File: src/rtl/seq_test_pkg.sv
// Shared state encoding and default sizing for the sequence self-test controller.
package seq_test_pkg;

  typedef enum logic [2:0] {
    IDLE  = 3'd0,
    RST   = 3'd1,
    RUN   = 3'd2,
    DRAIN = 3'd3,
    DONE  = 3'd4
  } state_t;

  localparam int DEF_CNT_W     = 16;
  localparam int DEF_RST_CYC   = 2;
  localparam int DEF_DRAIN_CYC = 4;

  function automatic int max_int(input int a, input int b);
    return (a > b) ? a : b;
  endfunction

endpackage

File: src/rtl/sat_counter.sv
// Up-counter with synchronous clear that sticks at all-ones instead of wrapping.
module sat_counter #(
  parameter int W = 16
) (
  input  logic         clk,
  input  logic         reset,
  input  logic         clear,
  input  logic         inc,
  output logic [W-1:0] count
);

  // Clear wins over increment; increment is dropped once the count is all-ones.
  always_ff @(posedge clk or negedge reset) begin
    if (!reset) begin
      count <= '0;
    end else if (clear) begin
      count <= '0;
    end else if (inc && (count != {W{1'b1}})) begin
      count <= count + W'(1);
    end else begin
      count <= count;
    end
  end

endmodule

File: src/rtl/seq_test_controller.sv
// Runs one generator/detector self-check: reset pulse, enable window, drain window,
// then compares the number of detector hits against the expected count.
module seq_test_controller
  import seq_test_pkg::*;
#(
  parameter int CNT_W     = DEF_CNT_W,
  parameter int RST_CYC   = DEF_RST_CYC,
  parameter int DRAIN_CYC = DEF_DRAIN_CYC
) (
  input  logic             clk,
  input  logic             reset,
  input  logic             start,
  input  logic             abort,
  input  logic [CNT_W-1:0] bit_count,
  input  logic [CNT_W-1:0] exp_hits,
  input  logic             y,
  output logic             dut_reset,
  output logic             gen_en,
  output logic             busy,
  output logic             done,
  output logic             pass,
  output logic [CNT_W-1:0] hit_count,
  output logic [CNT_W-1:0] bits_sent
);

  localparam int PH_W = $clog2(max_int(RST_CYC, DRAIN_CYC) + 1);

  state_t           state;
  logic [PH_W-1:0]  phase;
  logic [CNT_W-1:0] bit_cnt_lat;
  logic [CNT_W-1:0] exp_lat;

  logic             cnt_clear;
  logic             hit_inc;
  logic             bits_inc;
  logic             run_last;
  logic [CNT_W-1:0] hit_next;

  // Counter controls; abort freezes both counters on the cycle it is seen.
  always_comb begin
    cnt_clear = (state == IDLE) && start && !abort;
    bits_inc  = (state == RUN) && !abort;
    hit_inc   = y && !abort && ((state == RUN) || (state == DRAIN));
    run_last  = ((bits_sent + CNT_W'(1)) == bit_cnt_lat);
    if (hit_inc && (hit_count != {CNT_W{1'b1}})) begin
      hit_next = hit_count + CNT_W'(1);
    end else begin
      hit_next = hit_count;
    end
  end

  sat_counter #(.W(CNT_W)) u_hit_cnt (
    .clk   (clk),
    .reset (reset),
    .clear (cnt_clear),
    .inc   (hit_inc),
    .count (hit_count)
  );

  sat_counter #(.W(CNT_W)) u_bits_cnt (
    .clk   (clk),
    .reset (reset),
    .clear (cnt_clear),
    .inc   (bits_inc),
    .count (bits_sent)
  );

  // Run sequencer with registered outputs and the shared reset/drain phase counter.
  always_ff @(posedge clk or negedge reset) begin
    if (!reset) begin
      state       <= IDLE;
      phase       <= '0;
      bit_cnt_lat <= '0;
      exp_lat     <= '0;
      dut_reset   <= 1'b0;
      gen_en      <= 1'b0;
      busy        <= 1'b0;
      done        <= 1'b0;
      pass        <= 1'b0;
    end else if (abort) begin
      state     <= IDLE;
      phase     <= '0;
      dut_reset <= 1'b0;
      gen_en    <= 1'b0;
      busy      <= 1'b0;
      done      <= 1'b0;
      pass      <= 1'b0;
    end else begin
      done <= 1'b0;
      case (state)
        IDLE: begin
          if (start) begin
            bit_cnt_lat <= bit_count;
            exp_lat     <= exp_hits;
            busy        <= 1'b1;
            if (bit_count == '0) begin
              // Empty run: nothing is counted, so the verdict is known right away.
              state <= DONE;
              done  <= 1'b1;
              pass  <= (exp_hits == '0);
            end else begin
              state     <= RST;
              dut_reset <= 1'b1;
              phase     <= PH_W'(RST_CYC - 1);
              pass      <= 1'b0;
            end
          end else begin
            busy <= 1'b0;
          end
        end
        RST: begin
          if (phase == '0) begin
            state     <= RUN;
            dut_reset <= 1'b0;
            gen_en    <= 1'b1;
          end else begin
            phase <= phase - PH_W'(1);
          end
        end
        RUN: begin
          if (run_last) begin
            state  <= DRAIN;
            gen_en <= 1'b0;
            phase  <= PH_W'(DRAIN_CYC - 1);
          end else begin
            gen_en <= 1'b1;
          end
        end
        DRAIN: begin
          if (phase == '0) begin
            state <= DONE;
            done  <= 1'b1;
            pass  <= (hit_next == exp_lat);
          end else begin
            phase <= phase - PH_W'(1);
          end
        end
        DONE: begin
          state <= IDLE;
          busy  <= 1'b0;
        end
        default: begin
          state     <= IDLE;
          dut_reset <= 1'b0;
          gen_en    <= 1'b0;
          busy      <= 1'b0;
        end
      endcase
    end
  end

endmodule
File: config.mk
export PLATFORM = sky130hd
export DESIGN_NAME = seq_test_controller
export DESIGN_NICKNAME = d
export VERILOG_FILES = /design/src/rtl/seq_test_pkg.sv /design/src/rtl/sat_counter.sv /design/src/rtl/seq_test_controller.sv
export SDC_FILE = /design/constraint.sdc
export NUM_CORES = 1
export LEC_CHECK = 0
export BUFFER_PORTS_ARGS = -buffer_cell sky130_fd_sc_hd__buf_4
export CAP_MARGIN = 20
export CORE_ASPECT_RATIO = 0.75
export CORE_MARGIN = 8
export CORE_UTILIZATION = 60
export CTS_CLUSTER_SIZE = 40
export DETAILED_ROUTE_END_ITERATION = 8
export PLACE_DENSITY = 0.84
export SETUP_SLACK_MARGIN = 0.4
export SYNTH_ARGS = -nofsm -noshare
export SYNTH_HDL_FRONTEND = slang
export SYNTH_SLANG_ARGS = --single-unit
File: constraint.sdc
create_clock -name clk -period 4.6 [get_ports clk]
set_input_delay 0.23 -clock clk [delete_from_list [all_inputs] [get_ports clk]]
set_output_delay 0.23 -clock clk [all_outputs]
set_load 0.005 [all_outputs]
==> run_results.csv, run 1 <==
group,metric,value,unit
cells_and_area,area_growth,17.2,%
placed_design,io_buffers,73,
grt,grt_pass1_vias,3925,
floorplan,start_util,62.1,%
timing,skew,8.01,ps
synthesis,synth-seq-area-share,40.9,%
timing,min_period_over_period,70.5,%
timing,hold_violations,3,
cells_and_area,stdcell_count,690,
cells_and_area,diodes,0,
grt,grt_overflow,0,
grt,grt_usage,24.1,%
floorplan,die_x,117,µm
timing,drv_slew,0,
placed_design,dp.cells,674,
floorplan,ioPinCount,74,
synthesis,syn_nets,568,
clocking,clockBufferDepth,2,
worst_setup_path,crit_fanout,11,
worst_setup_path,r2r_start,"u_bits_cnt.count[2]$_DFFE_PN0P_",
pwr,netSwitchingPower,0.813,mW
pwr,p_clk_share,25.4,%
clocking,ctsHoldBuffers,0,
clocking,clock_latency,350,ps
synthesis,synth-edff-count,0,
pwr,p_comb_share,30.9,%
outcome,violations,"hold timing",
clocking,cts_tree,"done",
worst_setup_path,crit_type,"reg -> reg",
timing,period_needed,3240,ps
clocking,clk_pin_slew,80,ps
grt,grt_first_pass_wirelength,20400,µm
pwr,leakagePower,2.42,nW
pwr,internal-power,1.42,mW
hold_path,hold_class,"in -> async",
grt,grt_max_degree,76,
placed_design,dp_hpwl,9390,µm
floorplan,rows,27,
synthesis,avgSynthCellArea,8.73,µm²
clocking,cts-root-buf,"clkbuf_8",
drt,drt_first_pass_iters,5,
clocking,htreeDepth,3,
grt,antenna_found_initial,0,
drt,drc,0,
floorplan,die_y,91.8,µm
synthesis,synthDistinctLibCells,67,
drt,wl_per_cell,18.3,µm
clocking,cts_buffers,9,
timing,relSlewSlack,37.1,%
worst_setup_path,endpoint_kind,"flip-flop",
placed_design,gp_congestion,0.957,
timing,setup_viol,0,
synthesis,postSynthCellCount,526,
synthesis,synth_area_leaders,"dfrtp_1 41%, nand2_1 8.9%, xnor2_1 5.7%",
outcome,run_status,"finished with violations",
drt,detail-route-antenna-nets,0,
worst_setup_path,crit_required,4840,ps
cells_and_area,final_util,72.8,%
floorplan,dieArea,10700,µm²
cells_and_area,fin_nets,626,
drt,vias_per_cell,6.08,
cells_and_area,drive_above_1_share,19.2,%
synthesis,async_flop_share,100,%
pwr,ir_worst_vdd,0.258,mV
timing,tightest_slew,941,ps
synthesis,ys_warn_count,0,
drt,drt-total-wl,12600,µm
pwr,pwr-share-seq,43.7,%
clocking,cts.sinks,75,
timing,whs,-7.27,ps
synthesis,ys.flop_type,"dfrtp_1",
clocking,post_cts_buffers,0,
clocking,cts_resized,0,
worst_setup_path,crit_path_start,"u_bits_cnt.count[2]$_DFFE_PN0P_",
timing,max_freq,309,MHz
synthesis,yosysTopAreaCell,"dfrtp_1",
timing,fin_setup_tns,0,ps
floorplan,coreArea,7400,µm²
drt,vias,4192,
synthesis,synthesis.area,4590,µm²
pwr,power_density,415,nW/µm²
pwr,p_sw_share,36.4,%
timing,rsz0062_at_grt,"false",
synthesis,ys_ff_latch,75,
drt,drt_iter0_markers,403,
worst_setup_path,worst_setup_path_start_kind,"flip-flop",
run,cap_violations,0,
worst_setup_path,arrival,3480,ps
synthesis,yosys.area.top_type_share,40.9,%
==> synthesized netlist by cell type, drive strengths merged, types with 13 or more instances <==
cell / instances
a21oi: 16
xor2: 20
nor3: 14
dfrtp: 75
nand2: 109
o21ai: 33
nand3: 21
clkbuf: 18
nor4: 16
nor2: 47
xnor2: 30
nand4: 13
==> final cells by class <==
cell class                      instances  area [µm²]
Clock inverter                          6        88.8
Clock buffer                           10         128
Tap cell                              101         126
Multi-Input combinational cell        411        2550
Inverter                               10        37.5
Fill cell                             576        2010
Sequential cell                        75        1880
Timing Repair Buffer                   77         578
==> kinds of logic (layout without fill, tap and decap cells) <==
group | count (synthesis) | in the layout | share of synthesized area, %
simple gates | 256 | 256 | 28.5
mux | 2 | 2 | 0.436
fa+ha+maj | 5 | 5 | 1.36
compound gates | 96 | 96 | 14.4
buf+inv | 40 | 103 | 3.92
flops | 75 | 75 | 40.9
xor+xnor | 52 | 52 | 10.5
==> path summary, 6_finish.rpt <==
| kind | to | slack (ps) | cells after the start |
|---|---|---|---|
| setup / recovery | phase[2]$_DFFE_PN0P_ | 1360 | 7 |
| setup reg to reg | phase[2]$_DFFE_PN0P_ | 1360 | 7 |
| max in group asynchronous | u_hit_cnt.count[2]$_DFF_PN0_ | 3970 | 1 |
| min in group clk | exp_lat[3]$_DFFE_PN0P_ | 70 | 3 |
| hold reg to reg | bit_cnt_lat[8]$_DFFE_PN0P_ | 500 | 2 |
| hold / removal | bit_cnt_lat[4]$_DFFE_PN0P_ | -7 | 1 |
==> through the flow <==
step | power, mW | hold WS, ps | cell area, µm² | setup WS, ps
2_1_floorplan | 1.44 | -65.6 | 4590 | 1920
3_3_place_gp | 1.64 | 428 | 5170 | 1640
3_5_place_dp | 1.67 | 434 | 5170 | 1500
4_1_cts | 2.23 | 54.8 | 5390 | 1460
5_1_grt | 2.36 | 57.0 | 5390 | 1160
6_report | 2.24 | -7.27 | 5390 | 1360
==> flip-flops by register name, indices dropped and copies added, names as in the netlist <==
| name | cells |
|---|---|
| dut_reset | 1 |
| phase | 3 |
| gen_en | 1 |
| busy | 1 |
| u_hit_cnt.count | 16 |
| pass | 1 |
| u_bits_cnt.count | 16 |
| bit_cnt_lat | 16 |
| state | 3 |
| done | 1 |
| exp_lat | 16 |
==> metal layers <==
layer | vias up | routed length (µm) | track usage, %
li1 | 1974 | - | -
met1 | 2008 | 5930 | 36.8
met2 | 192 | 5460 | 33.5
met3 | 18 | 1060 | 4.39
met4 | 0 | 150 | 7.12
met5 | - | 0 | 0
==> critical path: stages, from the launching register on <==
cell	delay (ps)
dfrtp_1	530
nand4_2	240
nor4_1	730
nand3_1	250
xnor2_1	200
a2111oi_2	630
nand2_1	160
a311o_1	380
==> placed cells by master (no fill, tap or decap), drive strengths merged, types with 3 or more instances in the layout <==
cell,instances
a211oi,5
a21oi,16
a31oi,7
and2,3
and3,4
buf,77
clkbuf,10
dfrtp,75
ha,5
inv,11
nand2,109
nand2b,6
nand3,21
nand4,13
nor2,47
nor3,14
nor3b,4
nor4,16
o2111ai,5
o211ai,3
o21ai,33
o31ai,4
o41ai,5
or2,4
xnor2,30
xor2,20
==> power groups by stage <==
stage                     combinational (mW)  sequential, mW  clock (mW)
after floorplan                        0.515           0.921           0
after global placement                 0.659           0.976           0
after detailed placement               0.679           0.986           0
after CTS                              0.686           0.974       0.574
after global routing                   0.763           0.999       0.600
final                                  0.690           0.977       0.568
Note: power is estimated with default switching activity, not from simulation.
==> run 2, diff against run 1 <==
--- a/config.mk
+++ b/config.mk
@@ -5,14 +5,15 @@
 export SDC_FILE = /design/constraint.sdc
 export NUM_CORES = 1
 export LEC_CHECK = 0
+export ABC_AREA = 1
 export BUFFER_PORTS_ARGS = -buffer_cell sky130_fd_sc_hd__buf_4
 export CAP_MARGIN = 20
 export CORE_ASPECT_RATIO = 0.75
 export CORE_MARGIN = 8
-export CORE_UTILIZATION = 60
+export CORE_UTILIZATION = 57
 export CTS_CLUSTER_SIZE = 40
 export DETAILED_ROUTE_END_ITERATION = 8
-export PLACE_DENSITY = 0.84
+export PLACE_DENSITY = 0.8
 export SETUP_SLACK_MARGIN = 0.4
 export SYNTH_ARGS = -nofsm -noshare
 export SYNTH_HDL_FRONTEND = slang
==> constraint.sdc (replaced) <==
create_clock -name clk -period 3.05 [get_ports clk]
set_input_delay 0.1525 -clock clk [delete_from_list [all_inputs] [get_ports clk]]
set_output_delay 0.1525 -clock clk [all_outputs]
set_load 0.005 [all_outputs]
==> run 2 against run 1 <==
First-iteration DRC count decreased by 13%; the flow now finishes without violations; highest routed layer unchanged; global-route usage shrank 2.0 points; sequential power is 67% higher; clock power up 22%; final area increased by 1.3%; critical path depth up 8; synthesized cell count rose by 28%.
==> run_results.csv, run 2 <==
group,metric,value,unit
synthesis,synth-edff-count,0,
grt,grt_pass1_vias,4257,
drt,drt_first_pass_iters,5,
timing,tightest_slew,940,ps
outcome,run_status,"completed",
pwr,ir_worst_vdd,0.453,mV
placed_design,io_buffers,73,
synthesis,synthesis.area,4620,µm²
hold_path,hold_class,"in -> reg",
clocking,clock_latency,340,ps
floorplan,start_util,58.6,%
drt,drt_iter0_markers,352,
cells_and_area,final_util,69.2,%
synthesis,ys_warn_count,0,
worst_setup_path,crit_fanout,8,
worst_setup_path,r2r_slack,660,ps
pwr,leakagePower,2.77,nW
timing,max_freq,419,MHz
drt,drt-total-wl,12400,µm
timing,drv_slew,0,
worst_setup_path,r2r-end,"phase[0]$_DFFE_PN0P_",
placed_design,dp_hpwl,9290,µm
synthesis,synth_top_family_by_area,"simple AND/OR/NAND/NOR gates",
synthesis,synthMuxAreaShare,0,%
timing,whs,28.9,ps
synthesis,synth-seq-area-share,40.6,%
synthesis,yosysTopAreaCell,"dfrtp_1",
timing,skew,6.92,ps
placed_design,gp_congestion,0.873,
cells_and_area,area_growth,18.1,%
clocking,htreeDepth,3,
grt,grt_overflow,0,
timing,relSlewSlack,37.3,%
worst_setup_path,r2r_start,"u_bits_cnt.count[0]$_DFFE_PN0P_",
cells_and_area,final_cell_mix,"227 x nand2_1, 89 x inv_1, 78 x nor2_1",
clocking,clockBufferDepth,2,
synthesis,avgSynthCellArea,6.88,µm²
synthesis,synth_fa_ha_area_share,1.35,%
worst_setup_path,r2r_cells,15,
floorplan,ioPinCount,74,
clocking,cts_tree,"done",
synthesis,synthSimpleGateAreaFrac,37.0,%
synthesis,postSynthCellCount,671,
clocking,cts.sinks,75,
grt,grt_max_degree,76,
timing,setup_viol,0,
worst_setup_path,crit_type,"reg -> reg",
synthesis,synthDistinctLibCells,37,
timing,fin_setup_tns,0,ps
cells_and_area,diodes,0,
floorplan,dieArea,11300,µm²
drt,detail-route-antenna-nets,0,
floorplan,die_y,94.0,µm
timing,period_needed,2390,ps
clocking,post_cts_buffers,0,
synthesis,synth.most_common_cell,"nand2_1",
drt,vias,4599,
timing,rsz0062_at_grt,"false",
cells_and_area,fin_nets,789,
grt,grt_usage,22.1,%
synthesis,async_flop_share,100,%
cells_and_area,drive_above_1_share,15.3,%
clocking,cts_buffers,9,
grt,grt_first_pass_wirelength,20300,µm
drt,vias_per_cell,5.37,
worst_setup_path,arrival,2620,ps
run,cap_violations,0,
timing,hold_violations,0,
drt,drc,0,
pwr,fin_total_pwr,3.97,mW
worst_setup_path,endpoint_kind,"flip-flop",
grt,antenna_found_initial,0,
clocking,clk_pin_slew,80,ps
synthesis,synth_common_cells,"227 x nand2_1, 89 x inv_1, 78 x nor2_1, 75 x dfrtp_1, 48 x nand3_1",
synthesis,synth_compound_area_share,8.86,%
pwr,power_density,728,nW/µm²
synthesis,syn_nets,713,
synthesis,yosys.area.top_type_share,40.6,%
worst_setup_path,crit_required,3280,ps
timing,min_period_over_period,78.3,%
hold_path,whs_path_depth,3,
synthesis,synth_area_leaders,"dfrtp_1 41%, nand2_1 18%, inv_1 7.2%",
synthesis,ys.flop_type,"dfrtp_1",
hold_path,hp-start,"exp_hits[15]",
worst_setup_path,worst_setup_path_start_kind,"flip-flop",
floorplan,coreArea,7880,µm²
synthesis,ys_ff_latch,75,
floorplan,die_x,120,µm
hold_path,min_to,"exp_lat[15]$_DFFE_PN0P_",
floorplan,rows,28,
cells_and_area,final_common_cell,"nand2_1",
clocking,cts-root-buf,"clkbuf_8",
drt,wl_per_cell,14.4,µm
synthesis,synth-xor-area-share,3.31,%
-- run 2: changes by cell type in the layout (fill, tap and decap cells not counted), moves of 7 or more --
cell | previous run | this run
a21oi_1 | 16 | 9
a31oi_1 | 7 | 0
inv_1 | 10 | 89
nand2_1 | 109 | 227
nand2_2 | 0 | 7
nand3_1 | 19 | 48
nor2_1 | 45 | 78
nor4_1 | 14 | 4
o21ai_0 | 31 | 46
o22ai_1 | 1 | 8
xnor2_1 | 30 | 2
xor2_1 | 20 | 11
-- run 2: what timing repair did --
item                                   CTS  global route
setup endpoints to repair                0             1
hold buffers                             1             0
endpoints found under the hold margin   22             0
gates resized for setup                  0             2
-- run 2: final cells by class --
class	instances	area (µm²)
inverters	93	349
multi-input cells	492	2350
flip-flops and latches	75	1880
clock buffers	14	163
fillers	673	2430
well taps	105	131
clock inverters	2	10.0
repair buffers	76	573
-- run 2: worst max-delay path by stage --
stage                     slack [ps]                            start              endpoint
final                            660  u_bits_cnt.count[0]$_DFFE_PN0P_  phase[0]$_DFFE_PN0P_
after floorplan                 1070     u_hit_cnt.count[0]$_DFF_PN0_      pass$_DFFE_PN0P_
after global placement           720     u_hit_cnt.count[0]$_DFF_PN0_      pass$_DFFE_PN0P_
after CTS                        550     u_hit_cnt.count[0]$_DFF_PN0_      pass$_DFFE_PN0P_
after global routing             410     u_hit_cnt.count[0]$_DFF_PN0_      pass$_DFFE_PN0P_
after detailed placement         620     u_hit_cnt.count[0]$_DFF_PN0_      pass$_DFFE_PN0P_
-- run 2: metrics by stage --
step	area, µm²	std cells	setup slack, ps
detailed placement	5260	840	622
finish	5460	857	661
floorplan	4620	671	1070
CTS	5440	857	551
global placement	5260	840	723
global route	5460	857	413
-- run 2: power by group --
group	switching (mW)	internal, mW
Clock	0.353	0.339
Sequential	0.302	1.33
Combinational	0.988	0.661
-- run 2: cells by family (layout without fill, tap and decap cells) --
family          Yosys count  after routing
simple gates            399            399
buf+inv                 104            185
fa+ha+maj                 5              5
flops                    75             75
xor+xnor                 15             15
compound gates           73             73
-- run 2: routing by layer --
layer,global-route usage [%],wire [µm],vias up
met3,4.98,1030,10
met5,0,0,-
met4,4.04,82,0
met1,31.4,5780,2130
met2,33.9,5460,199
li1,-,-,2260
-- run 2: worst max-delay path, stage by stage, from the launching register on --
cell and delay, ps:
dfrtp_1 490, ha_1 220, inv_1 80, nor2_2 250, nand2_1 90, nand2_1 120, nor2_1 50, nand3b_1 140
nor2_1 120, nand3_1 100, nor2_1 110, nand3_1 120, nand2_2 170, nand2_2 80, nand2_1 80, nand2_1 60
